===== config.mk =====
export PLATFORM = sky130hd
export DESIGN_NAME = mv_controller
export DESIGN_NICKNAME = d
export VERILOG_FILES = /design/src/rtl/ctrl_pkg.sv /design/src/rtl/ctrl_delay_line.sv /design/src/rtl/mv_controller.sv
export SDC_FILE = /design/constraint.sdc
export NUM_CORES = 1
export LEC_CHECK = 0
export ABC_AREA = 0
export ABC_CLOCK_PERIOD_IN_PS = 3500
export BUFFER_PORTS_ARGS = -buffer_cell sky130_fd_sc_hd__clkbuf_2
export CORE_UTILIZATION = 54
export CTS_BUF_LIST = sky130_fd_sc_hd__clkbuf_4 sky130_fd_sc_hd__clkbuf_8
export CTS_CLUSTER_DIAMETER = 80
export CTS_CLUSTER_SIZE = 14
export DETAILED_ROUTE_END_ITERATION = 12
export PLACE_DENSITY = 0.78
export SLEW_MARGIN = 20
export SYNTH_ARGS = -nofsm -noshare
export SYNTH_HDL_FRONTEND = slang
export SYNTH_SLANG_ARGS = --single-unit

===== constraint.sdc =====
create_clock -name clk -period 3.5 [get_ports clk]
set_clock_uncertainty 0.05 [all_clocks]
set_input_delay 0.7 -clock clk [delete_from_list [all_inputs] [get_ports clk]]
set_output_delay 0.7 -clock clk [all_outputs]
set_load 0.03 [all_outputs]

===== src/rtl/ctrl_pkg.sv =====
// Shared types and sizes for the matrix-vector sequencer.
package ctrl_pkg;

    typedef enum logic [2:0] {
        S_IDLE,
        S_READ,
        S_DRAIN,
        S_WRITE,
        S_DONE,
        S_WAIT
    } ctrl_state_e;

    localparam int MAX_WIDTH = 64;
    localparam int BANK_BITS = 9;
    localparam int WIDTH_W   = 9;
    localparam int DIM_W     = 7;
    localparam int ITER_W    = 16;
    localparam int MADDR_W   = 12;
    localparam int VADDR_W   = 10;

    // Oversized requests run as the largest supported matrix.
    function automatic logic [DIM_W-1:0] clamp_width(input logic [WIDTH_W-1:0] w);
        return (w > WIDTH_W'(MAX_WIDTH)) ? DIM_W'(MAX_WIDTH) : w[DIM_W-1:0];
    endfunction

endpackage


===== src/rtl/ctrl_delay_line.sv =====
// Fixed-depth shift register that lines MAC strobes up with the datapath latency.
module ctrl_delay_line #(
    parameter int DEPTH = 4,
    parameter int WIDTH = 1
) (
    input  logic             clk,
    input  logic             rst,
    input  logic             i_clear,
    input  logic [WIDTH-1:0] i_data,
    output logic [WIDTH-1:0] o_data
);

    generate
        if (DEPTH == 0) begin : g_pass
            assign o_data = i_data;
        end else begin : g_pipe
            logic [WIDTH-1:0] r_pipe [DEPTH];
            for (genvar gi = 0; gi < DEPTH; gi++) begin : g_stage
                logic [WIDTH-1:0] w_src;
                if (gi == 0) begin : g_head
                    assign w_src = i_data;
                end else begin : g_body
                    assign w_src = r_pipe[gi-1];
                end
                // Clearing drops strobes of an aborted job still in flight.
                always_ff @(posedge clk or posedge rst) begin
                    if (rst)
                        r_pipe[gi] <= '0;
                    else if (i_clear)
                        r_pipe[gi] <= '0;
                    else
                        r_pipe[gi] <= w_src;
                end
            end
            assign o_data = r_pipe[DEPTH-1];
        end
    endgenerate

endmodule


===== src/rtl/mv_controller.sv =====
// Sequencer for y = M*x repeated 'iteration' times over ping-pong vector banks.
// Optional CTRL_PERF_CNT_EN adds the busy_cycles counter output.
module mv_controller
    import ctrl_pkg::*;
#(
    parameter int DELAY_MUL = 2,
    parameter int DELAY_ADD = 1,
    parameter int DELAY_ACC = 3,
    parameter int BRAM_LAT  = 1
) (
    input  logic                clk,
    input  logic                rst,
    input  logic                running,
    input  logic [WIDTH_W-1:0]  width,
    input  logic [ITER_W-1:0]   iteration,
    output logic                mbram_clk,
    output logic                mbram_en,
    output logic [MADDR_W-1:0]  mbram_addr,
    output logic                vbram_clk,
    output logic                vbram_en,
    output logic                vbram_we,
    output logic [VADDR_W-1:0]  vbram_addr,
    output logic                zero_in,
    output logic                last,
    output logic                rows_over,
`ifdef CTRL_PERF_CNT_EN
    output logic [31:0]         busy_cycles,
`endif
    output logic                finish
);

    localparam int D      = BRAM_LAT + DELAY_MUL + DELAY_ADD + DELAY_ACC;
    localparam int A      = BRAM_LAT + DELAY_MUL + DELAY_ADD;
    localparam int DCNT_W = (D > 1) ? $clog2(D) : 1;
    localparam logic [DCNT_W-1:0] DCNT_LAST = DCNT_W'(D - 1);

    ctrl_state_e         r_state, w_state_next;
    logic [DIM_W-1:0]    r_n, w_n_next;
    logic [DIM_W-1:0]    r_row, w_row_next;
    logic [DIM_W-1:0]    r_col, w_col_next;
    logic [ITER_W-1:0]   r_iter, w_iter_next;
    logic [ITER_W-1:0]   r_pass, w_pass_next;
    logic [MADDR_W-1:0]  r_maddr, w_maddr_next;
    logic [DCNT_W-1:0]   r_dcnt, w_dcnt_next;
    logic                w_zero_src, w_last_src, w_flush;
    logic [1:0]          w_strobe;

    assign mbram_clk = clk;
    assign vbram_clk = clk;

    always_ff @(posedge clk or posedge rst) begin
        if (rst) begin
            r_state <= S_IDLE;
            r_n     <= '0;
            r_row   <= '0;
            r_col   <= '0;
            r_iter  <= '0;
            r_pass  <= '0;
            r_maddr <= '0;
            r_dcnt  <= '0;
        end else begin
            r_state <= w_state_next;
            r_n     <= w_n_next;
            r_row   <= w_row_next;
            r_col   <= w_col_next;
            r_iter  <= w_iter_next;
            r_pass  <= w_pass_next;
            r_maddr <= w_maddr_next;
            r_dcnt  <= w_dcnt_next;
        end
    end

    always_comb begin
        w_state_next = r_state;
        w_n_next     = r_n;
        w_row_next   = r_row;
        w_col_next   = r_col;
        w_iter_next  = r_iter;
        w_pass_next  = r_pass;
        w_maddr_next = r_maddr;
        w_dcnt_next  = r_dcnt;
        w_zero_src   = 1'b0;
        w_last_src   = 1'b0;
        w_flush      = 1'b0;
        mbram_en     = 1'b0;
        mbram_addr   = '0;
        vbram_en     = 1'b0;
        vbram_we     = 1'b0;
        vbram_addr   = '0;
        rows_over    = 1'b0;
        finish       = 1'b0;

        case (r_state)
            S_IDLE: begin
                if (running) begin
                    if (width != '0 && iteration != '0) begin
                        w_state_next = S_READ;
                        w_n_next     = clamp_width(width);
                        w_iter_next  = iteration;
                        w_row_next   = '0;
                        w_col_next   = '0;
                        w_pass_next  = '0;
                        w_maddr_next = '0;
                    end else begin
                        w_state_next = S_DONE;
                    end
                end
            end
            S_READ: begin
                if (!running) begin
                    w_state_next = S_IDLE;
                    w_flush      = 1'b1;
                end else begin
                    mbram_en     = 1'b1;
                    mbram_addr   = r_maddr;
                    vbram_en     = 1'b1;
                    vbram_addr   = {r_pass[0], BANK_BITS'(r_col)};
                    w_zero_src   = (r_col == '0);
                    w_last_src   = (r_col == r_n - 7'd1);
                    w_maddr_next = r_maddr + 12'd1;
                    if (r_col == r_n - 7'd1) begin
                        w_state_next = S_DRAIN;
                        w_dcnt_next  = '0;
                    end else begin
                        w_col_next   = r_col + 7'd1;
                    end
                end
            end
            S_DRAIN: begin
                if (!running) begin
                    w_state_next = S_IDLE;
                    w_flush      = 1'b1;
                end else if (r_dcnt == DCNT_LAST) begin
                    w_state_next = S_WRITE;
                end else begin
                    w_dcnt_next  = r_dcnt + 1'b1;
                end
            end
            S_WRITE: begin
                if (!running) begin
                    w_state_next = S_IDLE;
                    w_flush      = 1'b1;
                end else begin
                    // Results land in the bank opposite the one this pass reads.
                    vbram_en   = 1'b1;
                    vbram_we   = 1'b1;
                    vbram_addr = {~r_pass[0], BANK_BITS'(r_row)};
                    w_col_next = '0;
                    if (r_row == r_n - 7'd1) begin
                        rows_over    = 1'b1;
                        w_row_next   = '0;
                        w_maddr_next = '0;
                        w_pass_next  = r_pass + 16'd1;
                        w_state_next = (r_pass + 16'd1 == r_iter) ? S_DONE : S_READ;
                    end else begin
                        w_row_next   = r_row + 7'd1;
                        w_state_next = S_READ;
                    end
                end
            end
            S_DONE: begin
                finish       = 1'b1;
                w_state_next = S_WAIT;
            end
            S_WAIT: begin
                if (!running)
                    w_state_next = S_IDLE;
            end
            default: w_state_next = S_IDLE;
        endcase
    end

    ctrl_delay_line #(
        .DEPTH (A),
        .WIDTH (2)
    ) u_strobe_dly (
        .clk     (clk),
        .rst     (rst),
        .i_clear (w_flush),
        .i_data  ({w_zero_src, w_last_src}),
        .o_data  (w_strobe)
    );

    assign {zero_in, last} = w_strobe;

`ifdef CTRL_PERF_CNT_EN
    logic [31:0] r_busy;

    always_ff @(posedge clk or posedge rst) begin
        if (rst)
            r_busy <= '0;
        else if (r_state == S_IDLE && w_state_next == S_READ)
            r_busy <= '0;
        else if (r_state == S_READ || r_state == S_DRAIN || r_state == S_WRITE)
            r_busy <= r_busy + 32'd1;
    end

    assign busy_cycles = r_busy;
`endif

endmodule


==> impl_metrics.py <==
metrics = {
    "yosys": {
        "synthFlopType": "dfrtp_1",
        "synth_cell_types": 60,
        "ys_async_sr_fraction_pct": 100,
        "yosysTopAreaCell": "dfrtp_1",
        "synth-edff-count": 0,
        "synth_top_area_share_pct": 39.3,
        "netlist_instances": 566,
        "yosysWarnings": 0,
        "netlist_top_cells_area": "dfrtp_1 (39%), nand2_1 (4.2%), xnor2_1 (3.8%)",
        "syn-cell-area_mm2": 0.00503,
        "ys_ff_latch": 79,
        "ys_seq_area_share_pct": 39.3,
        "synth.avg_cell_area_um2": 8.89,
    },
    "critical_path": {
        "reg2reg_from": "r_row[5]",
        "startpoint_type": "flip-flop",
        "required_ns": 2.75,
        "r2r_slack_ns": 0.41,
        "cp.arrival_ns": 2.64,
        "r2r-end": "r_maddr[4]",
        "endpoint_kind": "output port",
        "cp_max_fo": 6,
        "reg2reg_depth": 7,
        "path_class": "flip-flop to output port",
    },
    "layout": {
        "final_cells": 725,
        "drive_gt1_share_pct": 20.1,
        "fin_util_pct": 63.9,
        "n_fill_cell": 731,
        "layout_common_cells": "dfrtp_1 (75), nand2_1 (55), clkbuf_2 (55)",
        "nets": 648,
        "n_antenna_cell": 0,
        "syn_to_final_growth_pct": 12.8,
        "layout_commonest_cell": "dfrtp_1",
    },
    "floorplan": {
        "pin_count": 59,
        "std_cell_rows": 34,
        "initial_core_util_pct": 56.6,
        "die_w_um": 98.5,
        "core_area_mm2": 0.00889,
        "fp.dieH_um": 98.5,
        "dieArea_mm2": 0.00971,
    },
    "clock_tree": {
        "cts_tree": "done",
        "cts.clk_slew.worst_paths_ns": 0.08,
        "hold_buffers": 0,
        "clk_latency_ns": 0.47,
    },
    "timing": {
        "holdWs_ns": 0.258,
        "slew_headroom_pct": 47.4,
        "tightest_slew_ns": 0.786,
        "drv_slew": 0,
        "finalCriticalPeriod_ns": 3.39,
        "max_freq_mhz": 295,
        "post-route-period-util_pct": 96.9,
        "finalHoldViolations": 0,
        "timing.final.ws_setup_ns": 0.109,
        "setup_viol": 0,
    },
    "placement": {
        "io_buffers": 56,
        "gp_congestion": 0.930,
        "dp.cells": 704,
        "dpl.hpwl_mm": 8.94,
        "dp_slack_ns": 0.455,
    },
    "routing": {
        "vias": 4571,
        "drc": 3,
        "totalWireLength_mm": 12.6,
        "wl_per_cell_um": 17.4,
        "drtIter0Drc": 404,
        "drt_pre_antenna_iters": 11,
        "ant_nets": 0,
        "via_per_inst": 6.30,
    },
    "outcome": {
        "violations": "design-rule violations",
        "status": "finished with violations",
    },
    "global_route": {
        "antenna_found_initial": 0,
        "grt_max_degree": 42,
        "grtUsageTotal_pct": 28.5,
        "first_global_vias": 4429,
        "grt_pass1_wl_mm": 21.6,
        "grt_overflow_total": 0,
    },
    "power_and_ir_drop": {
        "p_leak_nw": 2.62,
        "powerDensity_mw_per_mm2": 391,
        "irDropWorstVdd_v": 0.000349,
    },
    "min_path": {
        "hp-class": "primary input to async pin",
    },
    "run": {
        "cap_violations": 0,
    },
}
metal layers:
metal	part of all wire, %	GRT usage [%]	wire length [um]	vias to the layer above
met5	0	0	0	-
met4	1.8	14.0	224	0
met3	6.8	5.04	858	19
met2	47	44.3	5950	202
li1	-	-	-	2140
met1	44	38.6	5570	2210
through the flow:
stage | cell area, um2 | total power [W] | setup TNS [ns]
after detailed placement | 5380 | 0.00141 | 0
after global routing | 5680 | 0.00232 | -0.0114
after global placement | 5380 | 0.00140 | 0
after CTS | 5650 | 0.00223 | 0
after floorplan | 5040 | 0.00134 | 0
final | 5680 | 0.00222 | 0
layout make-up:
| cell class | instances | area (um2) | area share (%) |
|---|---|---|---|
| Clock buffer | 15 | 189 | 3.33 |
| Clock inverter | 7 | 73.8 | 1.30 |
| Inverter | 25 | 95.1 | 1.67 |
| Multi-Input combinational cell | 423 | 2830 | 49.8 |
| Sequential cell | 79 | 1980 | 34.9 |
| Tap cell | 108 | 135 | 2.38 |
| Timing Repair Buffer | 68 | 378 | 6.65 |
worst max path at each step:
stage                 from        end  slack (ns)
floorplan           r_n[3]  rows_over        0.37
global placement    r_n[3]  rows_over        0.50
detailed placement  r_n[3]  rows_over        0.46
CTS                 r_n[3]  rows_over       0.006
global route        r_n[2]  rows_over       -0.01
finish              r_n[2]  rows_over        0.11
worst max-delay path, stage by stage (launching register included):
cell and delay (ns):
dfrtp_2 0.47, or3_4 0.45, o32a_1 0.34, nor4_4 0.34
nand2_2 0.13, nor3_4 0.21, clkbuf_4 0.23
cell families after synthesis:
kind of cell / after synthesis / share of synthesized area [%]
AOI/OAI and AO/OA: 122 / 16.9
xor gates and xnor gates: 36 / 7.36
adders and majority gates: 8 / 1.99
buffers and inverters: 65 / 5.22
DFF: 79 / 39.3
muxes: 22 / 4.82
other: 1 / 0.0745
and+or+nand+nor: 233 / 24.3
synthesized netlist by cell type, drive strengths merged, types with 6 or more instances:
| cell | number |
|---|---|
| xor2 | 10 |
| and3 | 22 |
| o21bai | 6 |
| buf | 8 |
| a31oi | 6 |
| xnor2 | 22 |
| nor2 | 36 |
| inv | 25 |
| mux2 | 18 |
| clkbuf | 32 |
| o31ai | 12 |
| a21oi | 17 |
| nand2b | 11 |
| nor4 | 12 |
| ha | 8 |
| a221o | 8 |
| nand4 | 11 |
| dfrtp | 79 |
| and2 | 11 |
| o21ai | 29 |
| nor3 | 23 |
| or3 | 9 |
| a22o | 9 |
| nand3 | 22 |
| nand2 | 56 |
sequential cells by signal, indices dropped and copies added (netlist names):
signal / cells
r_iter: 16
r_pass: 16
r_maddr: 12
r_col: 7
r_n: 7
r_row: 7
u_strobe_dly.g_pipe.g_stage.w_src: 6
r_dcnt: 3
r_state: 3
u_strobe_dly.o_data: 2
power breakdown:
part / leakage, nW / total, W / switching, W / internal [W]
logic: 1.44 / 0.000322 / 0.000177 / 0.000144
clock network: 0.136 / 0.000884 / 0.000441 / 0.000443
registers: 1.05 / 0.00101 / 0.0000538 / 0.000961
repair_timing:
item                       CTS  global route
cloned                       0             0
setup endpoints to repair    1             1
setup buffers                1             0
pin swaps                    1             0
resized for setup            2             8
Note: power is estimated with default switching activity, not from simulation.
